<file path="config.mk">
export PLATFORM = sky130hd
export DESIGN_NAME = magnetron_sequencer_flat
export DESIGN_NICKNAME = d
export VERILOG_FILES = /design/src/rtl/magnetron_sequencer_if.sv /design/src/rtl/magnetron_sequencer.sv /design/src/flat_wrapper.sv
export SDC_FILE = /design/constraint.sdc
export NUM_CORES = 1
export LEC_CHECK = 0
export ABC_AREA = 1
export BUFFER_PORTS_ARGS = -buffer_cell sky130_fd_sc_hd__buf_2
export CAP_MARGIN = 20
export CORE_AREA = 2 2 57 59
export CTS_CLUSTER_DIAMETER = 200
export DETAILED_ROUTE_END_ITERATION = 10
export DIE_AREA = 0 0 59 61
export PLACE_DENSITY = 0.81
export REMOVE_ABC_BUFFERS = 1
export SLEW_MARGIN = 10
export SYNTH_ARGS = -nofsm -noshare
export SYNTH_HDL_FRONTEND = slang
export SYNTH_SLANG_ARGS = --single-unit
</file>
<file path="constraint.sdc">
create_clock -name clk -period 3.38 [get_ports clk]
set_input_delay 0 -clock clk [delete_from_list [all_inputs] [get_ports clk]]
set_output_delay 0 -clock clk [all_outputs]
set_load 0.01 [all_outputs]
</file>
<file path="src/rtl/magnetron_sequencer_if.sv">
// Keypad/door/timebase inputs and magnetron/status outputs of the cook sequencer.
interface magnetron_sequencer_if;
  logic       startn;
  logic       stopn;
  logic       clearn;
  logic       door_closed;
  logic       sec_tick;
  logic [9:0] time_in;
  logic [3:0] power_level;
  logic       magnetron_on;
  logic [9:0] time_left;
  logic [1:0] state;
  logic       done_beep;

  modport master (
    output startn, stopn, clearn, door_closed, sec_tick, time_in, power_level,
    input  magnetron_on, time_left, state, done_beep
  );
  modport slave (
    input  startn, stopn, clearn, door_closed, sec_tick, time_in, power_level,
    output magnetron_on, time_left, state, done_beep
  );
endinterface

</file>
<file path="src/rtl/magnetron_sequencer.sv">
// Microwave cook sequencer: countdown timer, power-level duty cycling within a
// DUTY_WINDOW-second window, pause/resume on stop or door, timed end-of-cook beep.
module magnetron_sequencer #(
  parameter int DONE_HOLD   = 3,
  parameter int DUTY_WINDOW = 10
) (
  input logic                  clk,
  input logic                  rst,
  magnetron_sequencer_if.slave bus
);
  localparam int PW = (DUTY_WINDOW > 1) ? $clog2(DUTY_WINDOW) : 1;
  localparam int HW = (DONE_HOLD > 1) ? $clog2(DONE_HOLD) : 1;

  typedef enum logic [1:0] {IDLE = 2'b00, COOK = 2'b01, PAUSE = 2'b10, DONE = 2'b11} state_t;

  state_t        st_q, st_d;
  logic [9:0]    tl_q, tl_d;
  logic [PW-1:0] ph_q, ph_d, ph_next;
  logic [HW-1:0] hold_q, hold_d;
  logic [3:0]    pwr_q, pwr_d, pwr_in;
  logic          mag_q, mag_d;
  logic          halt;

  // Out-of-range power settings run at full power.
  assign pwr_in  = (bus.power_level == 4'd0 || bus.power_level > 4'd10) ? 4'd10 : bus.power_level;
  assign ph_next = (ph_q == PW'(DUTY_WINDOW - 1)) ? '0 : ph_q + PW'(1);
  assign halt    = !bus.stopn || !bus.door_closed;

  always_comb begin
    st_d   = st_q;
    tl_d   = tl_q;
    ph_d   = ph_q;
    hold_d = hold_q;
    pwr_d  = pwr_q;
    case (st_q)
      IDLE: begin
        if (bus.clearn && !halt && !bus.startn && bus.time_in != 10'd0) begin
          st_d  = COOK;
          tl_d  = bus.time_in;
          pwr_d = pwr_in;
          ph_d  = '0;
        end
      end
      COOK: begin
        if (!bus.clearn) begin
          st_d = IDLE;
          tl_d = 10'd0;
        end else if (halt) begin
          st_d = PAUSE;
        end else if (bus.sec_tick) begin
          tl_d = tl_q - 10'd1;
          ph_d = ph_next;
          if (tl_q == 10'd1) st_d = DONE;
        end
      end
      PAUSE: begin
        if (!bus.clearn) begin
          st_d = IDLE;
          tl_d = 10'd0;
        end else if (!halt && !bus.startn) begin
          st_d = COOK;
        end
      end
      DONE: begin
        if (!bus.clearn) begin
          st_d = IDLE;
        end else if (bus.sec_tick) begin
          if (hold_q == HW'(DONE_HOLD - 1)) st_d = IDLE;
          else hold_d = hold_q + HW'(1);
        end
      end
      default: st_d = IDLE;
    endcase
    // Hold counter only lives inside DONE; every entry starts from zero.
    if (st_d != DONE) hold_d = '0;
    mag_d = (st_d == COOK) && (int'(ph_d) < int'(pwr_d));
  end

  always_ff @(posedge clk) begin
    if (rst) begin
      st_q   <= IDLE;
      tl_q   <= 10'd0;
      ph_q   <= '0;
      hold_q <= '0;
      pwr_q  <= 4'd10;
      mag_q  <= 1'b0;
    end else begin
      st_q   <= st_d;
      tl_q   <= tl_d;
      ph_q   <= ph_d;
      hold_q <= hold_d;
      pwr_q  <= pwr_d;
      mag_q  <= mag_d;
    end
  end

  assign bus.state        = st_q;
  assign bus.time_left    = tl_q;
  assign bus.magnetron_on = mag_q;
  assign bus.done_beep    = (st_q == DONE);
endmodule

</file>
<file path="src/flat_wrapper.sv">
// flat-port wrapper written by rule: the top's interface ports become plain ports
module magnetron_sequencer_flat 
#(
  parameter int DONE_HOLD   = 3,
  parameter int DUTY_WINDOW = 10
)
  (clk, rst, bus_startn, bus_stopn, bus_clearn, bus_door_closed, bus_sec_tick, bus_time_in, bus_power_level, bus_magnetron_on, bus_time_left, bus_state, bus_done_beep);
  magnetron_sequencer_if bus_i ();
  input logic clk;
  input logic rst;
  input wire logic [$bits(bus_i.startn)-1:0] bus_startn;
  input wire logic [$bits(bus_i.stopn)-1:0] bus_stopn;
  input wire logic [$bits(bus_i.clearn)-1:0] bus_clearn;
  input wire logic [$bits(bus_i.door_closed)-1:0] bus_door_closed;
  input wire logic [$bits(bus_i.sec_tick)-1:0] bus_sec_tick;
  input wire logic [$bits(bus_i.time_in)-1:0] bus_time_in;
  input wire logic [$bits(bus_i.power_level)-1:0] bus_power_level;
  output wire logic [$bits(bus_i.magnetron_on)-1:0] bus_magnetron_on;
  output wire logic [$bits(bus_i.time_left)-1:0] bus_time_left;
  output wire logic [$bits(bus_i.state)-1:0] bus_state;
  output wire logic [$bits(bus_i.done_beep)-1:0] bus_done_beep;
  assign bus_i.startn = bus_startn;
  assign bus_i.stopn = bus_stopn;
  assign bus_i.clearn = bus_clearn;
  assign bus_i.door_closed = bus_door_closed;
  assign bus_i.sec_tick = bus_sec_tick;
  assign bus_i.time_in = bus_time_in;
  assign bus_i.power_level = bus_power_level;
  assign bus_magnetron_on = bus_i.magnetron_on;
  assign bus_time_left = bus_i.time_left;
  assign bus_state = bus_i.state;
  assign bus_done_beep = bus_i.done_beep;
  magnetron_sequencer #(.DONE_HOLD(DONE_HOLD), .DUTY_WINDOW(DUTY_WINDOW)) u_core (.clk(clk), .rst(rst), .bus(bus_i));
endmodule
</file>
# After elaboration in Yosys (flattened, before gate mapping)
# Index checks and enable logic that the tools add are counted.
dict set report op_classes {
  n_addsub 3
  order_cmp 2
  eq_ne 12
  n_mux 26
  n_bitwise 1
  n_reduce_logical 18
}
# cell n
set ops {}
lappend ops {{$mux 10} 5}
lappend ops {{$mux 4} 8}
lappend ops {{$pmux 10 s3} 1}
lappend ops {{$mux 2} 10}
lappend ops {{$eq 10x1->1 const B} 1}
lappend ops {{$reduce_bool 10->1} 1}
lappend ops {{$sub 10x1->10 const B} 1}
lappend ops {{$pmux 2 s4} 1}
lappend ops {{$pmux 4 s2} 1}
lappend ops {{$eq 2x2->1 const B} 3}
lappend ops {{$ne 3x3->1 const B} 2}
lappend ops {{$logic_and 1x1->1} 5}
lappend ops {{$reduce_and 5->1} 1}
lappend ops {{$add 4x1->4 const B} 1}
lappend ops {{$eq 2x1->1 const B} 2}
lappend ops {{$eq 4x4->1 const B} 1}
lappend ops {{$gt 4x4->1 const B} 1}
lappend ops {{$logic_not 1->1} 4}
lappend ops {{$logic_not 4->1} 1}
lappend ops {{$lt 4x4->1} 1}
lappend ops {{$ne 2x2->1 const B} 2}
lappend ops {{$reduce_and 4->1} 1}
lappend ops {{$reduce_bool 3->1} 1}
lappend ops {{$add 2x1->2 const B} 1}
lappend ops {{other kinds (5)} 6}
dict set report totals {
  ff_bits 23
  in_bits 21
  out_inout_bits 14
}

# Logic depth before layout (Yosys ltp)
# Gate-level depths: netlist of the first run.
dict set report depth {
  word_depth 10
  mapped_depth 14
  depth_no_buf 14
}

# Least setup slack after synthesis of the first run
# Ideal clock, no wire load.
dict set report synth_path {
  kind {reg-to-reg}
  start {register u_core.st_q[0] (netlist: u_core.bus.state[0])}
  end {register u_core.mag_q (netlist: u_core.bus.magnetron_on)}
  setup_ps 66
  t_arrival_ps 2025
  setup_slack_ps 1289
  path_stages_with_launch 12
  n_path_buf 0
  period_less_slack_ps 2091
  cell_sequence {dfxtp_1 inv_1 ha_1 nand3_1 inv_1 o311ai_1 o21ai_0 ha_1 a21o_1 nor2_1 nand2_1 a21oi_2}
}
dict set report synth_via {
  elab_chain_len 7
}
# item line
set synth_lines {}
lappend synth_lines {{start, declared} magnetron_sequencer.sv:16} ;# state_t st_q, st_d;
lappend synth_lines {{start signal, assigned} magnetron_sequencer.sv:88} ;# st_q <= st_d;
lappend synth_lines {{$mux 2} magnetron_sequencer.sv:53} ;# if (tl_q == 10'd1) st_d = DONE;
lappend synth_lines {{$mux 2} magnetron_sequencer.sv:50} ;# end else if (bus.sec_tick) begin
lappend synth_lines {{$mux 2} magnetron_sequencer.sv:48} ;# end else if (halt) begin
lappend synth_lines {{$mux 2} magnetron_sequencer.sv:45} ;# if (!bus.clearn) begin
lappend synth_lines {{$pmux 2 s4} magnetron_sequencer.sv:35} ;# case (st_q)
lappend synth_lines {{$eq 2x1->1} magnetron_sequencer.sv:76} ;# mag_d = (st_d == COOK) && (int'(ph_d) < int'(pwr_d));
lappend synth_lines {{$logic_and 1x1->1 (*)} magnetron_sequencer.sv:76}
lappend synth_lines {{end signal, assigned} magnetron_sequencer.sv:93} ;# mag_q <= mag_d;
lappend synth_lines {{end, declared} magnetron_sequencer.sv:21} ;# logic mag_q, mag_d;
# Mark *: on every way between the ends. The rest lies on a longest branch, timed or not.
# A chain may end at the register's enable or synchronous reset.

# Worst setup path in the final report of the first run
# Same ends and word-level chain as after synthesis.

==> results of run 1 <==
-- repair_timing --
action	in CTS	in global routing
endpoints found under the hold margin	15	0
gates resized for setup	0	0
hold buffers	7	0
setup buffers	0	0
-- worst max-delay path: cells and delay by family, from the launching register on --
| kind | cells | cell delay (ps) |
|---|---|---|
| compound gates | 4 | 520 |
| fa+ha+maj | 2 | 660 |
| buf+inv | 2 | 240 |
| flops | 1 | 490 |
| simple gates | 3 | 380 |
-- area by class of cell --
type                    instances  share of cell area, %
well taps                      33                   2.08
multi-input cells             180                   54.1
repair buffers                 41                   12.1
flip-flops and latches         23                   23.2
clock buffers                   3                   1.14
clock inverters                 1                  0.379
inverters                      36                   6.95
-- kinds of logic (layout without fill, tap and decap cells) --
family,count (synthesis),in the layout
flip-flops,23,23
XOR/XNOR,5,5
adder cells (fa/ha/maj),12,12
buffers and inverters,39,81
AO/OA/AOI/OAI,58,58
AND/OR/NAND/NOR,105,105
-- metal layers --
layer | up-vias | track usage, % | routed length (um)
met5 | - | 0 | 0
met4 | 0 | 6.17 | 36
met3 | 6 | 3.41 | 164
met2 | 42 | 41.9 | 1840
met1 | 768 | 29.0 | 1770
li1 | 888 | - | -
-- final timing paths --
path | start | end | slack, ps | cells past startpoint
min | bus_time_in[9] | u_core.bus.time_left[9] | 10 | 3
min reg2reg | u_core.pwr_q[0] | u_core.pwr_q[0] | 480 | 2
max | u_core.bus.state[0] | u_core.bus.magnetron_on | 1080 | 11
max reg2reg | u_core.bus.state[0] | u_core.bus.magnetron_on | 1080 | 11
-- registers in the layout, indices dropped and copies added (netlist names) --
signal and flops:
u_core.bus.magnetron_on 1, u_core.bus.time_left 10, u_core.bus.state 2, u_core.ph_q 4
u_core.hold_q 2, u_core.pwr_q 4
-- cells in the mapped netlist, types with 2 or more instances --
| cell | instances |
|---|---|
| ha_1 | 12 |
| a31oi_1 | 2 |
| o21ai_0 | 11 |
| a21oi_2 | 8 |
| o31ai_1 | 2 |
| a21oi_1 | 14 |
| inv_1 | 32 |
| inv_2 | 3 |
| nand2_4 | 2 |
| o21ai_2 | 6 |
| a221oi_1 | 2 |
| o21ai_1 | 3 |
| nand4_1 | 3 |
| a21o_1 | 2 |
| nand2_1 | 46 |
| xor2_1 | 5 |
| nor2_1 | 30 |
| nand3_1 | 10 |
| nand2_2 | 4 |
| clkbuf_1 | 2 |
| dfxtp_1 | 23 |
-- power groups by stage --
stage | logic (mW) | registers [mW] | clock network [mW]
floorplan | 0.242 | 0.350 | 0
global placement | 0.344 | 0.341 | 0
detailed placement | 0.348 | 0.342 | 0
CTS | 0.358 | 0.336 | 0.139
global route | 0.399 | 0.342 | 0.153
finish | 0.359 | 0.336 | 0.138
-- per-stage QoR --
step	instances	worst slack (ps)	total power, mW	cell area [um2]
after floorplan	239	1290	0.593	1670
after detailed placement	306	1100	0.690	1880
after CTS	317	1070	0.833	1980
final	317	1080	0.833	1980
after global placement	306	1200	0.686	1880
after global routing	317	834	0.893	1980
==> results.txt, run 1 <==
----------------------------------------------------
[Run status]
  Outcome ... completed

[Yosys]
  Ys Warns ... 0
  Dominant combinational cell family by area after synthesis ... simple AND/OR/NAND/NOR gates
  Main synth FF type ... dfxtp_1
  Avg Cell Area, Syn ... 7.01 um2
  Number of enable-type register cells in the synthesized netlist ... 0
  Xor/xnor share of the synthesized area ... 2.58%
  Top cells by area in the synthesized netlist ... dfxtp_1 (27%), nand2_1 (10%), ha_1 (8.8%), inv_1 (7.1%), nor2_1 (6.6%)
  Fraction of synthesized cell area taken by the top area cell type ... 27.1%
  Post-synthesis share of cell area spent on and, or, nand and nor gates ... 28.5%
  Fraction of the yosys area taken by sequential cells ... 27.1%
  Complex-gate fraction of the synthesized area ... 23.2%
  Synth Instances ... 242
  Number of synthesized register bits ... 23
  Synth Area in Adders ... 8.85%
  Asr flop ratio synth ... 0%
  Number of unique standard cell types used by synthesis ... 41
  Post-Synthesis Cell Area ... 1700 um2
  Fraction of synthesized area in multiplexers ... 0%
  Largest area contributor in the netlist ... dfxtp_1

[STA]
  Final worst path period need ... 2300 ps
  Final clock skew ... 10.5 ps
  Slew headroom ... 68.0%
  Final hold violation count ... 0
  Ratio of final minimum period to clock period ... 68.1%
  Final max-slew violation count ... 0
  Hold slack final ... 10.2 ps
  Fin Setup TNS ... 0 ps
  Unrepaired setup endpoints after global routing ... false
  Final Setup Violations ... 0
  Pin slew with the least headroom to its limit ... 479 ps
  Fmax ... 434 MHz

[Die]
  Die outline width ... 59 um
  Total I/O pin count ... 35
  Die ar. ... 3600 um2
  Die height ... 61 um
  Core area ... 2950 um2
  Row Count ... 20
  Initial core utilization ... 57.5%

[Hold path]
  Worst min-delay path category ... in2reg

[Placed design]
  HPWL Detailed ... 2990 um
  IO Port Bufs ... 34
  Weighted congestion at the end of routability-driven global placement ... 0.883

[Global route]
  GR Util All Layers ... 23.2%
  Number of global-route vias before repair ... 1,532
  Antenna violations before repair ... 0
  Maximum number of pins on one net before global-route repair ... 15
  Remaining Overflow, GRT ... 0
  First-pass GRT wire length ... 6440 um

[Routing]
  Number of detailed-route iterations in the first pass ... 4
  Average via count per standard cell ... 5.38
  DR DRC count ... 0
  Total routed wirelength ... 3800 um
  Average wire per cell in the routed design ... 12.0 um
  Initial detailed-routing violation count ... 96
  Number of routed nets with antenna violations ... 0
  Total number of vias ... 1,704

[Layout]
  Proportion of layout cells with a drive suffix above 1 ... 23.6%
  # fillers ... 275
  Layout net count ... 318
  Flip-flop and latch area ... 460 um2
  Highest-count cells in the layout ignoring fill and taps ... nand2_1 (46), buf_2 (34), inv_1 (32)
  Syn-to-layout area delta ... 16.7%
  Most frequent standard cell in the layout excluding fill and tap cells ... nand2_1
  Layout Utilization ... 67.1%
  Area of combinational cells with multiple inputs ... 1070 um2
  Inserted Diodes ... 0

[Critical path]
  Slowest library cell on the worst path ... dfxtp_1
  Maximum fanout count along the critical path ... 7
  Crit end category ... flip-flop
  Critical Path RT ... 3660 ps
  Crit path kind ... reg2reg
  Chain of cells forming the critical path ... inv_1 -> ha_1 -> nand3_1 -> inv_1 -> o311ai_1 -> o21ai_0 -> ha_1 -> a21o_1 -> nor2_1 -> nand2_1 -> a21oi_2
  Kind of launch point of the worst setup path ... flip-flop
  Data arrival time of the critical path ... 2580 ps
  Crit-path max cell delay ... 490 ps

[Clock network]
  Buffer cell driving the clock tree root ... clkbuf_4
  CTS clk-pin slew, worst paths ... 140 ps
  Clock latency on the worst-skew pair ... 330 ps
  Max Root-Sink Buffers ... 2
  CTS H-tree lvls ... 1
  Number of buffers inserted during clock tree synthesis ... 3
  CTS tree ... yes
  Sink Count ... 23

[Power and ir drop]
  Sw power ... 353 uW
  Switching share of total power ... 42.4%
  Power density of the placed cells ... 421 nW/um2
  Part of the total power dissipated in sequential elements ... 40.4%
  Leakage component of the power ... 0.933 nW
  Proportion of power drawn by combinational gates ... 43.1%
  Worst ir drop on vdd ... 0.231 mV
  Clk network pwr share ... 16.5%
  Internal ... 480 uW

[Run]
  Max-cap viol count ... 0

----------------------------------------------------
Power figures use the tool's default switching activity.
==> run 2, diff against run 1 <==
--- a/config.mk
+++ b/config.mk
@@ -8,11 +8,11 @@
 export ABC_AREA = 1
 export BUFFER_PORTS_ARGS = -buffer_cell sky130_fd_sc_hd__buf_2
 export CAP_MARGIN = 20
-export CORE_AREA = 2 2 57 59
+export CORE_AREA = 2 2 59 61
 export CTS_CLUSTER_DIAMETER = 200
 export DETAILED_ROUTE_END_ITERATION = 10
-export DIE_AREA = 0 0 59 61
-export PLACE_DENSITY = 0.81
+export DIE_AREA = 0 0 61 63
+export PLACE_DENSITY = 0.76
 export REMOVE_ABC_BUFFERS = 1
 export SLEW_MARGIN = 10
 export SYNTH_ARGS = -nofsm -noshare
==> constraint.sdc (replaced) <==
create_clock -name clk -period 2.2 [get_ports clk]
set_input_delay 0 -clock clk [delete_from_list [all_inputs] [get_ports clk]]
set_output_delay 0 -clock clk [all_outputs]
set_load 0.01 [all_outputs]
==> results.txt, run 2 (synthesis gave the netlist of run 1 again) <==
----------------------------------------------------
[Run status]
  Outcome ... completed

[Die]
  Initial core utilization ... 52.5%
  Die height ... 63 um
  Total I/O pin count ... 35
  Core area ... 3230 um2
  Row Count ... 21
  Die ar. ... 3840 um2
  Die outline width ... 61 um

[Clock network]
  Max Root-Sink Buffers ... 2
  CTS clk-pin slew, worst paths ... 130 ps
  Sink Count ... 23
  Buffer cell driving the clock tree root ... clkbuf_4
  CTS H-tree lvls ... 1
  Post-CTS Setup Repair Bufs ... 0
  CTS tree ... yes
  Number of buffers inserted during clock tree synthesis ... 3
  Clock latency on the worst-skew pair ... 310 ps

[Placed design]
  Setup slack at placement ... 12.5 ps
  Weighted congestion at the end of routability-driven global placement ... 0.829
  IO Port Bufs ... 34
  HPWL Detailed ... 2910 um

[Critical path]
  Critical Path RT ... 2460 ps
  Maximum fanout count along the critical path ... 3
  Crit end category ... flip-flop
  Crit path kind ... reg2reg
  Kind of launch point of the worst setup path ... flip-flop
  Data arrival time of the critical path ... 2310 ps

[Power and ir drop]
  Power density of the placed cells ... 624 nW/um2
  Worst ir drop on vdd ... 0.372 mV
  Leakage component of the power ... 0.952 nW

[Routing]
  Total number of vias ... 1,685
  DR DRC count ... 0
  Number of detailed-route iterations in the first pass ... 5
  Number of routed nets with antenna violations ... 0
  Initial detailed-routing violation count ... 63
  Average via count per standard cell ... 5.04
  Total routed wirelength ... 3810 um
  Average wire per cell in the routed design ... 11.4 um

[STA]
  PnR worst setup slack ... 154 ps
  Final hold violation count ... 0
  Final clock skew ... 2.55 ps
  Pin slew with the least headroom to its limit ... 455 ps
  Fmax ... 489 MHz
  Slew headroom ... 69.6%
  Ratio of final minimum period to clock period ... 93.0%
  Final worst path period need ... 2050 ps
  Final max-slew violation count ... 0
  Final Setup Violations ... 0
  Fin Setup TNS ... 0 ps

[Global route]
  First-pass GRT wire length ... 6220 um
  Remaining Overflow, GRT ... 0
  GR Util All Layers ... 20.8%
  Maximum number of pins on one net before global-route repair ... 13
  Antenna violations before repair ... 0
  Number of global-route vias before repair ... 1,477

[Layout]
  Syn-to-layout area delta ... 20.4%
  Inserted Diodes ... 0
  Max reg flops ... 10
  Highest-count cells in the layout ignoring fill and taps ... nand2_1 (46), buf_2 (34), inv_1 (32)
  Proportion of layout cells with a drive suffix above 1 ... 25.3%
  Layout net count ... 322
  Most frequent standard cell in the layout excluding fill and tap cells ... nand2_1

[Run]
  Max-cap viol count ... 0

[Hold path]
  Worst min-delay path category ... in2reg

----------------------------------------------------
==> run 2: path summary, 6_finish.rpt <==
path / from / cells past startpoint / slack [ps] / to
hold reg to reg: u_core.hold_q[1] / 2 / 490 / u_core.hold_q[1]
setup reg to reg: u_core.ph_q[2] / 12 / 150 / u_core.bus.magnetron_on
setup / recovery: u_core.ph_q[2] / 12 / 150 / u_core.bus.magnetron_on
hold / removal: bus_startn / 4 / 70 / u_core.pwr_q[0]
==> run 2: metal layers <==
metal  vias to the layer above  track usage, %  share of wire, %
met3                         5            2.07               4.1
met2                        46            33.3                45
met5                         -               0                 0
li1                        889               -                 -
met4                         0            7.34               1.5
met1                       745            28.3                50
==> run 2: report_power, final <==
group | leakage, nW | switching, mW | total [mW] | internal (mW)
registers | 0.188 | 0.0524 | 0.513 | 0.461
logic | 0.749 | 0.344 | 0.560 | 0.216
clock network | 0.0150 | 0.130 | 0.201 | 0.0710
==> run 2: repair_timing <==
action,in CTS,in global routing
endpoints found under the setup margin,1,1
endpoints found under the hold margin,16,0
hold buffers,9,0
gates resized for setup,1,5
==> run 2: cell type report <==
cell class / instances / area (um2)
Fill cell: 303 / 1190
Clock buffer: 4 / 26.3
Multi-Input combinational cell: 180 / 1080
Tap cell: 46 / 57.6
Sequential cell: 23 / 463
Timing Repair Buffer: 45 / 275
Inverter: 36 / 138
==> run 2: through the flow <==
stage | instances | hold slack, ps | utilization (%) | area [um2] | total power, mW
3_3_place_gp | 321 | 263 | 59.2 | 1910 | 1.06
2_1_floorplan | 239 | 62.4 | - | 1670 | 0.911
3_5_place_dp | 321 | 260 | 59.2 | 1910 | 1.06
4_1_cts | 334 | 59.5 | 62.8 | 2030 | 1.27
5_1_grt | 334 | 89.4 | 63.2 | 2040 | 1.37
6_report | 334 | 66.5 | 63.2 | 2040 | 1.27
==> run 2: critical path, stage by stage, from the launching register on <==
cell,delay (ps)
dfxtp_1,400
inv_1,90
nor4_2,260
nand4_1,160
nand2_1,90
nand2_1,50
o21ai_1,160
inv_1,70
ha_1,290
a21o_1,180
nor2_1,100
nand2_1,70
a21oi_2,90
